==> src/rtl/uart_cmd_pkg.sv <==
`default_nettype none
// ============================================================================
// Module  : uart_cmd_pkg
// Brief   : Shared constants, state encoding and response helper for the
//           UART command responder.
// Rev     : 1.0  initial release
// ============================================================================
package uart_cmd_pkg;

    localparam logic [7:0] SYNC_BYTE      = 8'hA5;

    localparam logic [1:0] OP_WRITE       = 2'b00;
    localparam logic [1:0] OP_READ        = 2'b01;
    localparam logic [1:0] OP_ECHO        = 2'b10;
    localparam logic [1:0] OP_INVALID     = 2'b11;

    localparam logic [7:0] STATUS_OK      = 8'h00;
    localparam logic [7:0] STATUS_CHK_ERR = 8'hE1;
    localparam logic [7:0] STATUS_BAD_OP  = 8'hE2;

    localparam int         RESP_LEN       = 4;

    typedef enum logic [2:0] {
        ST_HUNT     = 3'd0,
        ST_GET_CMD  = 3'd1,
        ST_GET_DATA = 3'd2,
        ST_GET_CHK  = 3'd3,
        ST_EXEC     = 3'd4,
        ST_SEND     = 3'd5
    } state_t;

    // Response layout: SYNC, STATUS, RDATA, STATUS^RDATA.
    function automatic logic [7:0] resp_byte(
        input logic [1:0] idx,
        input logic [7:0] status,
        input logic [7:0] rdata
    );
        logic [7:0] b;
        unique case (idx)
            2'd0:    b = SYNC_BYTE;
            2'd1:    b = status;
            2'd2:    b = rdata;
            default: b = status ^ rdata;
        endcase
        return b;
    endfunction

endpackage
`default_nettype wire

==> src/rtl/uart_cmd_regfile.sv <==
`default_nettype none
// ============================================================================
// Module  : uart_cmd_regfile
// Brief   : Small register file, one write port, one asynchronous read port,
//           full contents exposed as a flat vector.
// Rev     : 1.0  initial release
// ============================================================================
module uart_cmd_regfile
    import uart_cmd_pkg::*;
#(
    parameter int DBIT  = 8,
    parameter int DEPTH = 4,
    parameter int AW    = $clog2(DEPTH)
) (
    input  logic                  clk,
    input  logic                  reset,
    input  logic                  we,
    input  logic [AW-1:0]         waddr,
    input  logic [DBIT-1:0]       wdata,
    input  logic [AW-1:0]         raddr,
    output logic [DBIT-1:0]       rdata,
    output logic [DEPTH*DBIT-1:0] regs
);

    generate
        for (genvar i = 0; i < DEPTH; i++) begin : g_reg
            logic [DBIT-1:0] word_q;
            logic [DBIT-1:0] word_d;

            always_comb begin
                word_d = word_q;
                if (we && (waddr == AW'(i))) begin
                    word_d = wdata;
                end
            end

            always_ff @(posedge clk or negedge reset) begin
                if (!reset) begin
                    word_q <= '0;
                end else begin
                    word_q <= word_d;
                end
            end

            assign regs[i*DBIT +: DBIT] = word_q;
        end
    endgenerate

    assign rdata = regs[int'(raddr)*DBIT +: DBIT];

endmodule
`default_nettype wire

==> src/rtl/uart_cmd_responder.sv <==
`default_nettype none
// ============================================================================
// Module  : uart_cmd_responder
// Brief   : Parses 4-byte command frames from a UART RX FIFO, executes them
//           on a 4x8 register file and returns a 4-byte response.
// Rev     : 1.0  initial release
// ============================================================================
module uart_cmd_responder
    import uart_cmd_pkg::*;
#(
    parameter int DBIT    = 8,
    parameter int TIMEOUT = 100000
) (
    input  logic              clk,
    input  logic              reset,
    input  logic              rx_empty,
    input  logic [DBIT-1:0]   r_data,
    output logic              rd_uart,
    input  logic              tx_full,
    output logic [DBIT-1:0]   w_data,
    output logic              wr_uart,
    output logic [4*DBIT-1:0] reg_q,
    output logic              busy,
    output logic              frame_ok,
    output logic [7:0]        err_cnt
);

    localparam int            TW         = $clog2(TIMEOUT + 1);
    localparam logic [TW-1:0] TOUT_LIMIT = TW'(TIMEOUT);
    localparam logic [1:0]    LAST_IDX   = 2'(RESP_LEN - 1);

    state_t          state_q,    state_d;
    logic [DBIT-1:0] cmd_q,      cmd_d;
    logic [DBIT-1:0] data_q,     data_d;
    logic [DBIT-1:0] chk_q,      chk_d;
    logic [7:0]      status_q,   status_d;
    logic [DBIT-1:0] rdata_q,    rdata_d;
    logic [1:0]      idx_q,      idx_d;
    logic [TW-1:0]   tout_q,     tout_d;
    logic            rd_uart_q,  rd_uart_d;
    logic            wr_uart_q,  wr_uart_d;
    logic [DBIT-1:0] w_data_q,   w_data_d;
    logic            frame_ok_q, frame_ok_d;
    logic [7:0]      err_cnt_q,  err_cnt_d;

    logic            err_inc;
    logic            rf_we;
    logic [DBIT-1:0] rf_rdata;
    logic            chk_ok;
    logic [1:0]      op;

    assign op     = cmd_q[7:6];
    assign chk_ok = ((cmd_q ^ data_q) == chk_q);

    uart_cmd_regfile #(
        .DBIT  (DBIT),
        .DEPTH (4)
    ) u_regfile (
        .clk   (clk),
        .reset (reset),
        .we    (rf_we),
        .waddr (cmd_q[1:0]),
        .wdata (data_q),
        .raddr (cmd_q[1:0]),
        .rdata (rf_rdata),
        .regs  (reg_q)
    );

    // rd_uart is registered, so a pop is requested one cycle and performed
    // (with r_data sampled) the next; a new request is never issued while
    // one is in flight, otherwise the stale FWFT head would be read twice.
    always_comb begin
        state_d    = state_q;
        cmd_d      = cmd_q;
        data_d     = data_q;
        chk_d      = chk_q;
        status_d   = status_q;
        rdata_d    = rdata_q;
        idx_d      = idx_q;
        tout_d     = tout_q;
        rd_uart_d  = 1'b0;
        wr_uart_d  = 1'b0;
        w_data_d   = w_data_q;
        frame_ok_d = 1'b0;
        err_inc    = 1'b0;
        rf_we      = 1'b0;

        unique case (state_q)
            ST_HUNT: begin
                tout_d = '0;
                if (rd_uart_q) begin
                    if (r_data == SYNC_BYTE) begin
                        state_d = ST_GET_CMD;
                    end
                end else if (!rx_empty) begin
                    rd_uart_d = 1'b1;
                end
            end

            ST_GET_CMD, ST_GET_DATA, ST_GET_CHK: begin
                if (rd_uart_q) begin
                    tout_d = '0;
                    if (state_q == ST_GET_CMD) begin
                        cmd_d   = r_data;
                        state_d = ST_GET_DATA;
                    end else if (state_q == ST_GET_DATA) begin
                        data_d  = r_data;
                        state_d = ST_GET_CHK;
                    end else begin
                        chk_d   = r_data;
                        state_d = ST_EXEC;
                    end
                end else if (tout_q == TOUT_LIMIT) begin
                    tout_d  = '0;
                    err_inc = 1'b1;
                    state_d = ST_HUNT;
                end else if (!rx_empty) begin
                    rd_uart_d = 1'b1;
                end else begin
                    tout_d = tout_q + TW'(1);
                end
            end

            ST_EXEC: begin
                idx_d   = '0;
                state_d = ST_SEND;
                // Checksum failure outranks an invalid opcode.
                if (!chk_ok) begin
                    status_d = STATUS_CHK_ERR;
                    rdata_d  = '0;
                    err_inc  = 1'b1;
                end else if (op == OP_INVALID) begin
                    status_d = STATUS_BAD_OP;
                    rdata_d  = '0;
                    err_inc  = 1'b1;
                end else begin
                    status_d   = STATUS_OK;
                    rdata_d    = (op == OP_READ) ? rf_rdata : data_q;
                    rf_we      = (op == OP_WRITE);
                    frame_ok_d = 1'b1;
                end
            end

            ST_SEND: begin
                if (!tx_full) begin
                    wr_uart_d = 1'b1;
                    w_data_d  = resp_byte(idx_q, status_q, rdata_q);
                    idx_d     = idx_q + 2'd1;
                    if (idx_q == LAST_IDX) begin
                        state_d = ST_HUNT;
                    end
                end
            end

            default: begin
                state_d = ST_HUNT;
            end
        endcase

        err_cnt_d = (err_inc && (err_cnt_q != 8'hFF)) ? err_cnt_q + 8'd1 : err_cnt_q;
    end

    always_ff @(posedge clk or negedge reset) begin
        if (!reset) begin
            state_q    <= ST_HUNT;
            cmd_q      <= '0;
            data_q     <= '0;
            chk_q      <= '0;
            status_q   <= '0;
            rdata_q    <= '0;
            idx_q      <= '0;
            tout_q     <= '0;
            rd_uart_q  <= 1'b0;
            wr_uart_q  <= 1'b0;
            w_data_q   <= '0;
            frame_ok_q <= 1'b0;
            err_cnt_q  <= '0;
        end else begin
            state_q    <= state_d;
            cmd_q      <= cmd_d;
            data_q     <= data_d;
            chk_q      <= chk_d;
            status_q   <= status_d;
            rdata_q    <= rdata_d;
            idx_q      <= idx_d;
            tout_q     <= tout_d;
            rd_uart_q  <= rd_uart_d;
            wr_uart_q  <= wr_uart_d;
            w_data_q   <= w_data_d;
            frame_ok_q <= frame_ok_d;
            err_cnt_q  <= err_cnt_d;
        end
    end

    assign rd_uart  = rd_uart_q;
    assign wr_uart  = wr_uart_q;
    assign w_data   = w_data_q;
    assign frame_ok = frame_ok_q;
    assign err_cnt  = err_cnt_q;
    assign busy     = (state_q != ST_HUNT);

endmodule
`default_nettype wire

==> config.mk <==
export PLATFORM = sky130hd
export DESIGN_NAME = uart_cmd_responder
export DESIGN_NICKNAME = d
export VERILOG_FILES = /design/src/rtl/uart_cmd_pkg.sv /design/src/rtl/uart_cmd_regfile.sv /design/src/rtl/uart_cmd_responder.sv
export SDC_FILE = /design/constraint.sdc
export NUM_CORES = 1
export LEC_CHECK = 0
export ABC_AREA = 1
export BUFFER_PORTS_ARGS = -buffer_cell sky130_fd_sc_hd__buf_2
export CAP_MARGIN = 20
export CORE_ASPECT_RATIO = 0.9
export CORE_MARGIN = 1.5
export CORE_UTILIZATION = 55
export DETAILED_ROUTE_END_ITERATION = 6
export GPL_TIMING_DRIVEN = 0
export PLACE_DENSITY = 0.79
export SLEW_MARGIN = 20
export SYNTH_ARGS = -nofsm -noshare
export SYNTH_HDL_FRONTEND = slang
export SYNTH_SLANG_ARGS = --single-unit
export TNS_END_PERCENT = 10
==> constraint.sdc <==
create_clock -name clk -period 4.42 [get_ports clk]
set_input_delay 0.663 -clock clk [delete_from_list [all_inputs] [get_ports clk]]
set_output_delay 0.663 -clock clk [all_outputs]
set_load 0.01 [all_outputs]
# Word-level counts from Yosys, hierarchy flattened
# Index checks and enable logic that the tools add are counted.
[totals]
regBits = 113
[op_classes]
n_addsub = 3
eq_ne = 23
bitwise = 5
n_mux = 39
shifts = 1
n_reduce_logical = 20
[ops]
columns = ["cell", "count"]
rows = [
  ["$mux W17", 3],
  ["$mux W8", 5],
  ["$pmux W17 S2", 1],
  ["$shiftx A32 B6 Y8", 1],
  ["$mux W3", 8],
  ["$pmux W8 S3", 1],
  ["$add A17 B1 Y17 const B", 1],
  ["$eq A17 B17 Y1 const B", 1],
  ["$mux W1", 16],
  ["$xor A8 B8 Y8", 2],
  ["$pmux W3 S4", 1],
  ["$eq A2 B2 Y1 const B", 5],
  ["$add A8 B1 Y8 const B", 1],
  ["$eq A8 B8 Y1", 1],
  ["$eq A8 B8 Y1 const B", 1],
  ["$ne A2 B2 Y1 const B", 4],
  ["$ne A8 B8 Y1 const B", 1],
  ["$reduce_and A4 Y1", 2],
  ["$eq A2 B1 Y1 const B", 3],
  ["$eq A3 B2 Y1 const B", 2],
  ["$eq A3 B3 Y1 const B", 2],
  ["$logic_not A2 Y1", 3],
  ["$reduce_and A2 Y1", 3],
  ["$logic_and A1 B1 Y1", 5],
  ["14 further kinds", 18],
]

# Depth between registers and ports, before layout
[depth]
depth_word = 5
depth_mapped = 15
depth_no_buf = 13

# Cells and area by module
# A second synthesis with hierarchy kept.
[hier_totals]
cells_unflattened = 800
area_unflattened_um2 = 6040.8
[by_module_without_submodules]
columns = ["module", "instances", "seq_area_each_um2", "cells_per_inst", "area_each_um2"]
rows = [
  ["uart_cmd_responder", 1, 1901.8, 565, 4250.3],
  ["uart_cmd_regfile", 1, 800.8, 235, 1790.5],
]

# Least setup slack after synthesis
# Ideal clock, no wire load.
[synth_path]
path_type = "register to register"
startpoint = "register state_q[1]"
endpoint = "register u_regfile.g_reg[3].word_q[7]"
period_less_slack_ps = 1739
n_path_buf = 1
setup_slack_ps = 2681
arrival_ps = 1615
stages_incl_launch_ff = 10
setup_time_ps = 123
cell_sequence = "dfrtp_1 nor2_2 inv_2 nor2_4 inv_2 nor3_4 nand3_2 buf_2 nand2_1 o21ai_1"
[synth_via]
elab_chain_len = 3
[synth_rtl]
columns = ["item", "line", "text"]
rows = [
  ["from (decl)", "uart_cmd_responder.sv:32", "state_t state_q, state_d;"],
  ["from (signal assigned)", "uart_cmd_responder.sv:179", "state_q <= state_d;"],
  ["$eq A3 B3 Y1", "uart_cmd_responder.sv:88", "unique case (state_q)"],
  ["$mux W1", "uart_cmd_responder.sv:88", ""],
  ["$logic_and A1 B1 Y1", "uart_cmd_regfile.sv:32", "if (we && (waddr == AW'(i))) begin"],
  ["to (signal assigned)", "uart_cmd_regfile.sv:41", "word_q <= word_d;"],
  ["to (decl)", "uart_cmd_regfile.sv:27", "logic [DBIT-1:0] word_q;"],
]
# Every way passes these cells.
# A chain may end at the register's enable or synchronous reset.

# Final worst setup path
[layout_path]
startpoint = "register state_q[1]"
endpoint = "output port busy"
[layout_via]
elab_chain_len = 1
[layout_rtl]
columns = ["item", "line", "text"]
rows = [
  ["$reduce_bool A3 Y1", "uart_cmd_responder.sv:200", "assign busy = (state_q != ST_HUNT);"],
  ["to (decl)", "uart_cmd_responder.sv:23", "output logic busy,"],
]
# Every way passes these cells.

==> impl.org <==
** Floorplan
- Row Count :: 34
- Pin placement for this block handled 64 I/O pins.
- Die span in x :: approximately 110 um
- Die outline area :: about 11000 sq um
- The die is between 90 and 100 um tall.
- Placeable core region :: approximately 9700 sq um
- Starting utilization of the core area :: 0.568

** Clock network
- CTS clock-pin slew for the worst setup and hold paths :: between 100 and 150 ps
- In this run, post-CTS hold repair placed 0 buffers.
- Clock tree buffer depth :: 2
- # H-tree levels :: 3
- Number of CTS-inserted buffers :: 9
- TritonCTS Sinks :: approximately 110
- CTS tree :: done
- Gates resized during post-CTS repair numbered 0.
- Setup Fix Bufs, Post-CTS :: 0
- Clk Latency, worst-skew pair :: roughly 380 ps
- The tree is rooted in a sky130_fd_sc_hd__clkbuf_8.

** Yosys
- Most area-consuming cells after synthesis :: sky130_fd_sc_hd__dfrtp_1, sky130_fd_sc_hd__nand2_1, sky130_fd_sc_hd__o21ai_0
- Mapped Cells :: approximately 700
- Syn avg cell area :: 8.10 sq um
- The share of the Yosys chip area taken by registers is 0.491.
- Fraction of synthesized cell area taken by the top area cell type :: 0.491
- Largest area contributor in the synthesized netlist :: sky130_fd_sc_hd__dfrtp_1
- Post-synth net total :: approximately 700
- Counting flops and latches in the post-synthesis netlist gives about 110.
- After synthesis, the netlist uses 37 different library cells.
- Post-Synthesis Cell Area :: approximately 5500 sq um
- During synthesis, Yosys emitted a total of 0 warnings.

** Setup path
- CP bufs+invs :: 3
- Largest delay share family, worst path :: flip-flops
- Cell count of the worst reg-to-reg path :: 9
- The critical path crosses 5 cells after its start point.
- In this run the critical register-to-register path is captured at tout_q[6].
- Among all stages on the critical path, the largest delay is contributed by sky130_fd_sc_hd__dfrtp_1.
- Worst setup path start :: state_q[1]
- Worst stage delay on the critical path :: roughly 450 ps
- For the worst setup path, the data required time is approximately 3800 ps.
- In this run the register-to-register setup slack is approximately 2300 ps.
- CP cell instances :: nor2_2, inv_2, nor2_1, inv_1, buf_2
- Worst endpoint data arrival time :: between 1500 and 2000 ps
- STA classifies the critical path endpoint as an output port.
- Top fanout value on the critical path :: 5
- Worst setup path category :: register to output port
- In this run the critical register-to-register path is launched from state_q[2].
- Worst setup SP type :: register

** Drt
- Routed wire length :: about 13000 um
- Number of nets with antenna violations after routing :: 0
- After detailed routing, the average wire length per cell comes to 15.0 um.
- In this run, the number of DRC markers left after iteration 0 of detailed routing was roughly 430.
- Drt pass-1 iters :: 5
- Using the TritonRoute via totals, the vias-per-cell ratio works out to 5.59.
- In the routed design, unresolved DRC markers number 0.
- Number of vias after detailed routing :: 4950

** Power
- Peak supply drop :: 361 uV
- Of the total power, combinational logic draws 0.370.
- Seq pwr share :: 0.421
- Sw Ratio :: 0.425
- Pint :: ~1.9 mW
- The completed layout was analyzed and its total power is between 3 and 4 mW.
- For this design the static power due to leakage is roughly 3.2 nW.
- For this design the ratio of total power to cell area is 523 nW/um^2.
- Summed over all nets, the switching power comes to around 1.4 mW.
- The share of total power dissipated in the clock network is 0.208.

** GRT
- The first global-routing pass estimated approximately 22000 um of wire.
- Antenna violations before repair :: 0
- Maximum number of pins on one net before global-route repair :: 65
- Gr usage total :: 0.266
- Total global routing overflow :: 0
- Number of global-route vias before repair :: 4583

** Outcome
- Result of the run :: completed

** Timing
- Actual transition at the worst max-transition pin :: 597 ps
- Final setup violating endpoints :: 0
- Largest clock skew in the final design :: around 15 ps
- Setup repair after global routing left no endpoint under its margin.
- Dividing the final minimum period by the clock period gives 0.506.
- Derived from the worst setup path, the maximum achievable clock frequency is between 400 and 500 MHz.
- Hold violation total from the final report :: 0
- The total count of max-transition violations in the final report came to 0.
- Slew Limit Headroom :: 0.602
- After routing, the total negative slack on setup checks comes to 0 ps.
- Tmin final :: 2240 ps

** Placed design
- I/O Buffers :: 63
- Once detailed placement completed, the half-perimeter wirelength came to just under 10000 um.
- Weighted congestion at the end of routability-driven global placement :: around 0.9
- In this run the cell area measured after placement is roughly 6000 sq um.

** Cells and area
- Diodes inserted :: 0
- The finished cells cover 6240 sq um.
- Ratio of cells with drive above 1 in the final layout :: 0.150
- Compared with the post-synthesis result, the final layout area differs by 13.4%.
- At the end of the flow the core is filled with cells to 0.643.
- Final Net Count :: around 770

** Worst hold path
- Min-delay worst type :: input pin to async pin

** Run
- Max-cap violations in this run came to 0.
==> worst max-delay path by stage <==
| stage | end | slack (ps) |
|---|---|---|
| 3_3_place_gp | err_cnt[6] | 1510 |
| 4_1_cts | busy | 2210 |
| 2_1_floorplan | u_regfile.g_reg[3].word_q[7] | 2680 |
| 5_1_grt | busy | 2060 |
| 3_5_place_dp | tout_q[6] | 2360 |
| 6_report | busy | 2180 |
==> layout by cell type (no fill, tap or decap), drive strengths merged <==
cell type and count:
inv 78, buf 72, nand2 204, and2 1, nor3 11, dfrtp 108, a22oi 14, o31ai 3
clkinvlp 1, nand3b 6, o211ai 4, xor2 11, ha 7, nor2 40, nand4 18, a21oi 7
o2111ai 2, a31oi 2, o22ai 1, a22o 1, bufinv 2, xnor2 4, nand3 53, clkinv 3
o21ai 91, clkbuf 16
==> cells in the mapped netlist (all sizes together) <==
master and count:
a21oi 7, a22o 1, a22oi 14, a31oi 2
and2 1, buf 8, clkbuf 7, clkinv 2
dfrtp 108, ha 7, inv 75, nand2 204
nand3 53, nand3b 6, nand4 18, nor2 40
nor3 11, o2111ai 2, o211ai 4, o21ai 91
o22ai 1, o31ai 3, xnor2 4, xor2 11
==> layout make-up <==
class / count / area [sq um]
clock buffer: 9 / 124
clock inverter: 7 / 105
multi-input combinational: 480 / 2420
tap: 126 / 158
sequential: 108 / 2700
timing repair buffer: 64 / 349
buffer: 15 / 91.3
inverter: 77 / 290
fill: 827 / 3460
==> per-stage QoR <==
| stage | hold WS (ps) | worst slack [ps] | std cells |
|---|---|---|---|
| after floorplan | 367 | 2680 | 680 |
| after global placement | 480 | 1510 | 869 |
| after detailed placement | 492 | 2360 | 870 |
| after CTS | 281 | 2210 | 886 |
| after global routing | 305 | 2060 | 886 |
| final | 266 | 2180 | 886 |
==> power by group through the flow <==
stage,logic (mW),registers [mW],clock network (mW)
after CTS,1.20,1.37,0.693
after global routing,1.39,1.40,0.731
after global placement,1.15,1.37,0
after detailed placement,1.20,1.39,0
after floorplan,0.836,1.37,0
final,1.21,1.38,0.681
==> sequential cells by signal, indices dropped and copies added (netlist names), 8 cells and up <==
| register | flops |
|---|---|
| cmd_q | 8 |
| data_q | 8 |
| rdata_q | 8 |
| chk_q | 8 |
| w_data | 8 |
| tout_q | 17 |
| u_regfile.g.word_q | 32 |
| err_cnt | 8 |
==> logic make-up (layout without fill, tap and decap cells) <==
group | after synthesis | after routing | share of synthesized area
xor gates and xnor gates | 15 | 15 | 0.0239
DFF | 108 | 108 | 0.491
and+or+nand+nor | 333 | 333 | 0.271
adders and majority gates | 7 | 7 | 0.0159
AOI/OAI and AO/OA | 125 | 125 | 0.129
buffers and inverters | 92 | 172 | 0.0693
==> routing by layer <==
metal	global-route usage	vias to the layer above	share of wire
met5	0	-	0
li1	-	2406	-
met4	0.0628	0	0.0098
met2	0.407	162	0.46
met3	0.0541	13	0.063
met1	0.389	2369	0.46
Power figures use the tool's default switching activity.
